`config.mk`:
```
export PLATFORM = sky130hd
export DESIGN_NAME = clock_time_display
export DESIGN_NICKNAME = d
export VERILOG_FILES = /design/src/rtl/clock_time_display.sv
export SDC_FILE = /design/constraint.sdc
export NUM_CORES = 1
export LEC_CHECK = 0
export CORE_ASPECT_RATIO = 1.2
export CORE_UTILIZATION = 35
export DETAILED_ROUTE_END_ITERATION = 6
export DONT_BUFFER_PORTS = 1
export PLACE_DENSITY = 0.6
export SYNTH_ARGS = -nofsm -noshare
export SYNTH_HDL_FRONTEND = slang
export SYNTH_SLANG_ARGS = --single-unit
export TNS_END_PERCENT = 30
```
`constraint.sdc`:
```
create_clock -name cmosClock -period 2.1 [get_ports cmosClock]
set_clock_uncertainty 0.1 [all_clocks]
set_input_delay 0.525 -clock cmosClock [delete_from_list [all_inputs] [get_ports cmosClock]]
set_output_delay 0.525 -clock cmosClock [all_outputs]
set_load 0.1 [all_outputs]
```
`src/rtl/clock_time_display.sv`:
```
// Time-of-day keeper (BCD HH:MM:SS) with set buttons, driving a 4-digit muxed 7-segment display.
// Optional 12-hour mode with pm indicator on dp at digit 0: define TWELVE_HOUR_EN.
module clock_time_display #(
  parameter int SYNC_STAGES    = 2,
  parameter bit SEG_ACTIVE_LOW = 1'b1
) (
  input  logic       cmosClock,
  input  logic       resetN,
  input  logic       secondClock,
  input  logic       displayClock,
  input  logic       incHour,
  input  logic       incMinute,
  output logic [3:0] anodes,
  output logic [6:0] segments,
  output logic       dp,
  output logic [7:0] hoursBcd,
  output logic [7:0] minutesBcd
);

`ifdef TWELVE_HOUR_EN
  localparam logic [3:0] RST_HR_T = 4'd1;
  localparam logic [3:0] RST_HR_O = 4'd2;
`else
  localparam logic [3:0] RST_HR_T = 4'd0;
  localparam logic [3:0] RST_HR_O = 4'd0;
`endif
  localparam logic [6:0] SEG_ZERO = 7'b0111111;
  localparam logic [6:0] RST_SEG  = SEG_ACTIVE_LOW ? ~SEG_ZERO : SEG_ZERO;
  localparam logic       RST_DP   = SEG_ACTIVE_LOW;

  // Bit order in every sync stage: {incMinute, incHour, displayClock, secondClock}
  logic [3:0] asyncIn;
  logic [3:0] syncStage [SYNC_STAGES];
  logic [3:0] edgeReg;
  logic [3:0] pulses;
  logic       secTick, scanTick, hourEdge, minEdge;

  assign asyncIn  = {incMinute, incHour, displayClock, secondClock};
  assign pulses   = syncStage[SYNC_STAGES-1] & ~edgeReg;
  assign secTick  = pulses[0];
  assign scanTick = pulses[1];
  assign hourEdge = pulses[2];
  assign minEdge  = pulses[3];

  logic [3:0] secT, secO, minT, minO, hrT, hrO;
  logic [3:0] nSecT, nSecO, nMinT, nMinO, nHrT, nHrO;
  logic [1:0] idx;
  logic       hourStep;
`ifdef TWELVE_HOUR_EN
  logic       pm, nPm;
`endif

  function automatic logic [7:0] next60(input logic [3:0] t, input logic [3:0] o);
    if (o == 4'd9) return (t == 4'd5) ? 8'h00 : {t + 4'd1, 4'd0};
    return {t, o + 4'd1};
  endfunction

  function automatic logic [7:0] nextHour(input logic [3:0] t, input logic [3:0] o);
`ifdef TWELVE_HOUR_EN
    if (t == 4'd1 && o == 4'd2) return 8'h01;
`else
    if (t == 4'd2 && o == 4'd3) return 8'h00;
`endif
    if (o == 4'd9) return {t + 4'd1, 4'd0};
    return {t, o + 4'd1};
  endfunction

  function automatic logic [6:0] segDecode(input logic [3:0] d);
    case (d)
      4'd0: return 7'b0111111;
      4'd1: return 7'b0000110;
      4'd2: return 7'b1011011;
      4'd3: return 7'b1001111;
      4'd4: return 7'b1100110;
      4'd5: return 7'b1101101;
      4'd6: return 7'b1111101;
      4'd7: return 7'b0000111;
      4'd8: return 7'b1111111;
      4'd9: return 7'b1101111;
      default: return 7'b0000000;
    endcase
  endfunction

  // Button edges pre-empt a coincident second tick; carries ripple within one cycle.
  always_comb begin
    nSecT = secT; nSecO = secO;
    nMinT = minT; nMinO = minO;
    nHrT  = hrT;  nHrO  = hrO;
    hourStep = 1'b0;
    if (hourEdge || minEdge) begin
      if (minEdge) begin
        {nMinT, nMinO} = next60(minT, minO);
        nSecT = 4'd0;
        nSecO = 4'd0;
      end
      hourStep = hourEdge;
    end else if (secTick) begin
      {nSecT, nSecO} = next60(secT, secO);
      if (secT == 4'd5 && secO == 4'd9) begin
        {nMinT, nMinO} = next60(minT, minO);
        hourStep = (minT == 4'd5 && minO == 4'd9);
      end
    end
    if (hourStep) {nHrT, nHrO} = nextHour(hrT, hrO);
`ifdef TWELVE_HOUR_EN
    nPm = pm ^ (hourStep && hrT == 4'd1 && hrO == 4'd1);
`endif
  end

  logic [3:0] digit;
  logic       blank, dpOn;

  always_comb begin
    case (idx)
      2'd0:    digit = minO;
      2'd1:    digit = minT;
      2'd2:    digit = hrO;
      default: digit = hrT;
    endcase
    blank = (idx == 2'd3) && (hrT == 4'd0);
    dpOn  = (idx == 2'd2) && !secO[0];
`ifdef TWELVE_HOUR_EN
    dpOn  = dpOn || ((idx == 2'd0) && pm);
`endif
  end

  always_ff @(posedge cmosClock) begin
    if (!resetN) begin
      for (int i = 0; i < SYNC_STAGES; i++) syncStage[i] <= 4'd0;
      edgeReg  <= 4'd0;
      secT <= 4'd0; secO <= 4'd0;
      minT <= 4'd0; minO <= 4'd0;
      hrT  <= RST_HR_T; hrO <= RST_HR_O;
      idx      <= 2'd0;
      anodes   <= 4'b1110;
      segments <= RST_SEG;
      dp       <= RST_DP;
`ifdef TWELVE_HOUR_EN
      pm       <= 1'b0;
`endif
    end else begin
      syncStage[0] <= asyncIn;
      for (int i = 1; i < SYNC_STAGES; i++) syncStage[i] <= syncStage[i-1];
      edgeReg <= syncStage[SYNC_STAGES-1];
      secT <= nSecT; secO <= nSecO;
      minT <= nMinT; minO <= nMinO;
      hrT  <= nHrT;  hrO  <= nHrO;
`ifdef TWELVE_HOUR_EN
      pm   <= nPm;
`endif
      if (scanTick) idx <= idx + 2'd1;
      anodes   <= ~(4'b0001 << idx);
      segments <= SEG_ACTIVE_LOW ? ~(blank ? 7'b0000000 : segDecode(digit))
                                 :  (blank ? 7'b0000000 : segDecode(digit));
      dp       <= SEG_ACTIVE_LOW ? ~dpOn : dpOn;
    end
  end

  assign hoursBcd   = {hrT, hrO};
  assign minutesBcd = {minT, minO};

endmodule

```
Yosys cells after proc, flatten, opt, wreduce, memory -nomap -nowiden
Memory sizes are Yosys's and may differ from the RTL's.
Index checks and enable logic that the tools add are counted.

word-level totals
  flip-flop bits (word level) = 42
  RAM bits = 8
  memory bits (read-only) = 112
  output and inout port bits = 28
  logic and storage cells = 107
  memories kept = 2

operators by class
  add/subtract/negate cells = 7
  equality and inequality tests = 12
  shift-type cells = 1
  mux-type cells = 48
  bitwise gates (word level) = 7
  reductions and logical operators = 19

memories
  memory           words  width  rd ports  clocked after memory_dff  wr ports  RTL line  RTL
  (no name shown)  16     7      1         0                         0         69        case (d)
  syncStage        2      4      2         0                         2         33        logic [3:0] syncStage [SYNC_STAGES];

operators by type and width
  cell                 number
  $mux 8               11
  $mux 4               15
  $add 4x1->4 const B  6
  $mux 1               19
  $mux 7               2
  $eq 4x4->1 const B   3
  $pmux 4 s3           1
  $reduce_bool 2->1    5
  $eq 4x2->1 const B   2
  $eq 4x3->1 const B   2
  $not 4->4            2
  $not 7->7            1
  $reduce_and 3->1     2
  $logic_and 1x1->1    5
  $reduce_and 5->1     1
  $and 4x4->4          1
  $eq 2x2->1 const B   2
  $logic_not 4->1      1
  $reduce_and 2->1     2
  $shl 1x2->4 const A  1
  $add 2x1->2 const B  1
  $eq 2x1->1 const B   1
  $logic_not 2->1      1
  $ne 2x1->1 const B   1
  other kinds (5)      6

Depth between registers and ports, before layout
  depth in word-level cells = 10
  gate-level depth with buffers = 11
  depth with buffers taken out = 11

Least setup slack after synthesis
Ideal clock, no wire load.

  path type = register to register
  start = register minT[0]
  end = register hrT[1]
  setup time = 0.076 ns
  data arrival time = 2.326 ns
  required time = 1.924 ns
  path slack = -0.402 ns
  cell stages (with the launch flop) = 8
  period minus slack after synthesis = 2.502 ns
  path through = dfxtp_1 > ha_1 > nand2_1 > nor2_1 > a41oi_1 > buf_2 > or2_2 > o22ai_1

between the ends
  longest elaborated chain between the ends = 6

RTL lines
  what                        RTL line  RTL
  from (decl)                 45        logic [3:0] secT, secO, minT, minO, hrT, hrO;
  from (signal assigned)      146       minT <= nMinT; minO <= nMinO;
  $eq 4x3->1                  101       hourStep = (minT == 4'd5 && minO == 4'd9);
  $logic_and 1x1->1           101
  $mux 1                      99        if (secT == 4'd5 && secO == 4'd9) begin
  $mux 1                      97        end else if (secTick) begin
  $mux 1                      90        if (hourEdge || minEdge) begin
  $reduce_and 2->1 (no line)  -
  to (signal assigned)        147       hrT <= nHrT; hrO <= nHrO;
  to (decl)                   45

Every way passes these cells.
A chain may end at the register's enable or synchronous reset.

Worst setup path in the final report
  start = register idx[0]
  end = register segments[4]

between the ends
  longest elaborated chain between the ends = 6
  elaborated cells between the ends (all ways) = 10
  those cells by class = 3 x eq/ne; 3 x mux; 1 x bitwise; 2 x reduce/logical; 1 x memory

RTL lines
  what                                      RTL line  RTL
  from (decl)                               47        logic [1:0] idx;
  from (signal assigned)                    151       if (scanTick) idx <= idx + 2'd1;
  $eq 2x2->1, or another cell as far along  114       case (idx)
  $pmux 4 s3                                114
  $mem_v2 16x7                              -
  $mux 7                                    128       if (!resetN) begin
  $mux 7 (*)                                153       segments <= SEG_ACTIVE_LOW ? ~(blank ? 7'b0000000 : segDecode(digit))
  $not 7->7 (*)                             153
  to (signal assigned)                      153
  to (decl)                                 14        output logic [6:0] segments,

Every way passes the cells marked *; elsewhere a longest branch is shown, timed or not. The select of a mux whose other input is x is not followed.

==> results.toml <==
[power]
power_w = 0.00170
vdd_drop_max_v = 0.000373
p_leak_nw = 1.23
power_density_nw_per_um2 = 566

[critical_path]
critPathArrivalTime_ps = 2220
path_buf_inv = 2
crit_family = "compound AO/OA/AOI/OAI gates"
cpPeakStageDelay_ps = 420
path_class = "flop to flop"
r2r_start = "idx[0]"
crit_chain = "inv_6 -> ha_4 -> a222oi_1 -> mux2i_1 -> inv_1 -> ha_2 -> o221ai_2 -> o311a_1"
timing.rr.end = "segments[4]"
ff2ff_path_depth = 8
crit_required_ps = 2190
path_max_fanout = 4
startpoint_type = "flop"
endpoint_kind = "flop"
crit_slowest_cell = "a222oi_1"
regToRegSetupSlack_ps = -30

[global_routing]
grt_overflow = 0
grt_pass1_wl_mm = 8.43
grt_max_degree = 47
grt_pass1_vias = 1819
antenna_found_initial = 0
grt_use_total_pct = 14.7

[finish]
diodes = 0
area.growth.synth_to_final_pct = 23.1
final_util_pct = 45.7
fin_cells = 392
fillers = 652
drive_gt1_share_pct = 30.6
stdcell_area_sq_um = 3000
nNetsFinal = 330

[floorplanning]
fp.dieH_microns = 93.4
dieWidth_microns = 78.2
io_pins = 34
num_rows = 32
die_area_sq_um = 7310
coreArea_sq_um = 6570
initial_core_util_pct = 37.1

[timing]
setup_violations = 1
relSlewSlack_pct = 67.5
setup_ws_ps = -30.1
period_needed_ps = 2130
hold_violations = 0
worstMarginPinSlew_ps = 487
period_share_pct = 101
fin_hold_ws_ps = 204
timing.fmax_mhz = 469
rsz0062_at_grt = "true"
slew_viol_final = 0

[yosys]
ys_warn_count = 0
synth_nets = 290
ys_seq_elements = 50
ys_async_sr_fraction_pct = 0
syn_area_per_cell_sq_um = 9.17
synth_edf_count = 0
ys_seq_area_share_pct = 41.0
ys_types = 53
synth_flop_cell = "dfxtp_1"
postSynthCellCount = 266
syn-cell-area_sq_um = 2440

[placed_design]
detailed_place_hpwl_mm = 3.61
place_congestion = 0.839
io_buffers = 0
dp_cells = 379
placed_cell_area_sq_um = 2800

[clocking]
clock-sinks = 50
insertion_delay_ps = 300
ctsHtreeMaxLevel = 2
cts_tree = "built"
cts-hold-fix-buffers = 0
clockBufferDepth = 2
cts.clk_slew.worst_paths_ps = 80
cts-root-buf = "clkbuf_8"
cts_buffers = 5

[status]
failed_checks = "negative setup slack"
status = "complete, but fails checks"

[drt]
drcViolationCount = 0
via_count = 1927
drtPass1Iterations = 4
via_per_inst = 4.92
routed_wl_mm = 4.98
dr.first_iter.drc_count = 40
wire_per_inst_microns = 12.7
antenna_left = 0

[min_path]
min_path_type = "input port to flop"
hold-path-cell-count = 1
hp-start = "resetN"
holdPathEnd = "anodes[1]"

[flow_run]
max_cap_viol_count = 0
==> where the power goes <==
group	internal (W)	switching [W]	total (W)
Sequential	0.000965	0.0000152	0.000980
Clock	0.000266	0.000301	0.000567
Combinational	0.0000516	0.000100	0.000152
==> layout by cell type (no fill, tap or decap), types with 3 or more instances in the layout <==
cell / n
ha_1: 12
o21ai_0: 7
nor2_1: 20
clkbuf_8: 6
a21oi_1: 11
dfxtp_4: 4
dfxtp_2: 13
and2_1: 13
ha_4: 3
buf_4: 42
nand2_1: 29
a21boi_0: 4
or2_2: 3
nor2b_1: 8
ha_2: 3
dfxtp_1: 33
nor3b_1: 3
nand3b_1: 3
xnor2_1: 6
nand3_1: 9
a222oi_1: 3
mux2i_1: 6
or3_2: 4
inv_1: 13
==> metal layers <==
| layer | vias up | part of all wire, % | global-route usage (%) |
|---|---|---|---|
| met5 | - | 0 | 0 |
| li1 | 998 | - | - |
| met2 | 37 | 49 | 25.7 |
| met3 | 4 | 4.4 | 4.00 |
| met1 | 888 | 45 | 17.0 |
| met4 | 0 | 1.0 | 5.56 |
==> metrics by stage <==
stage	TNS, ps	setup WS, ps
2_1_floorplan	0	3.83
3_3_place_gp	0	20.4
3_5_place_dp	-292	-112
4_1_cts	0	17.3
5_1_grt	-458	-151
6_report	-30.1	-30.1
==> state kept, by name, indices dropped and copies added, names as in the netlist <==
name and count:
syncStage 8, segments 7, anodes 4, edgeReg 4, hrO 4, hrT 4
minO 4, minT 4, secO 4, secT 4, idx 2, dp 1
==> logic make-up after synthesis <==
group                      count (synthesis)  share of synthesized area (%)
xor gates and xnor gates                   7                           2.51
adders and majority gates                 18                           9.24
DFF                                       50                           41.0
buffers and inverters                     24                           4.05
and+or+nand+nor                          113                           26.1
muxes                                      7                           2.92
AOI/OAI and AO/OA                         47                           14.1
==> synth_stat cells, drive strengths merged, types with 2 or more instances <==
library cell | instances | area share [%]
or3 | 6 | 1.7
nor3 | 2 | 0.41
nand2b | 2 | 0.51
or2 | 3 | 0.77
buf | 3 | 0.82
nand4b | 2 | 0.72
and3 | 2 | 0.51
a21boi | 6 | 1.8
and2 | 14 | 3.6
ha | 18 | 9.2
mux2i | 6 | 2.5
a21o | 2 | 0.62
o211ai | 2 | 0.62
a41oi | 2 | 0.72
a21oi | 11 | 2.3
a222oi | 3 | 1.2
dfxtp | 50 | 41
nand2 | 30 | 4.7
clkbuf | 6 | 0.92
nor2 | 20 | 3.1
inv | 15 | 2.3
o21ai | 8 | 1.6
xnor2 | 6 | 2.2
o22ai | 2 | 0.51
nand3b | 4 | 1.7
nand3 | 9 | 1.8
nor3b | 3 | 0.92
o221a | 2 | 0.92
nor2b | 9 | 2.6
o221ai | 2 | 0.72
a22oi | 2 | 0.62
==> cell type report <==
type                    count  area, sq um  share of cell area (%)
clock buffers               7         86.3                    2.88
clock inverters             1         5.00                   0.167
inverters                  15         61.3                    2.04
multi-input cells         192         1400                    46.5
flip-flops and latches     50         1030                    34.4
well taps                  85          106                    3.54
repair buffers             42          315                    10.5
==> worst max-delay path by stage <==
| stage | cells past startpoint | to | from |
|---|---|---|---|
| after floorplan | 8 | segments[4] | idx[0] |
| after global placement | 8 | segments[4] | idx[0] |
| after detailed placement | 8 | segments[4] | idx[0] |
| after CTS | 8 | segments[4] | idx[1] |
| after global routing | 8 | segments[4] | idx[0] |
| final | 8 | segments[4] | idx[0] |
==> worst register-to-register path: cells and delay by family (launching register included) <==
kind	cells	cell delay, ps
buffers and inverters	2	170
AOI/OAI and AO/OA	3	860
DFF	1	400
adders and majority gates	2	360
muxes	1	150
==> what timing repair did <==
action,CTS,global route
buffers inserted,1,4
gates resized for setup,8,14
setup endpoints to repair,6,10
pin swaps,2,8
No activity file was read; power rests on OpenSTA's default activity.
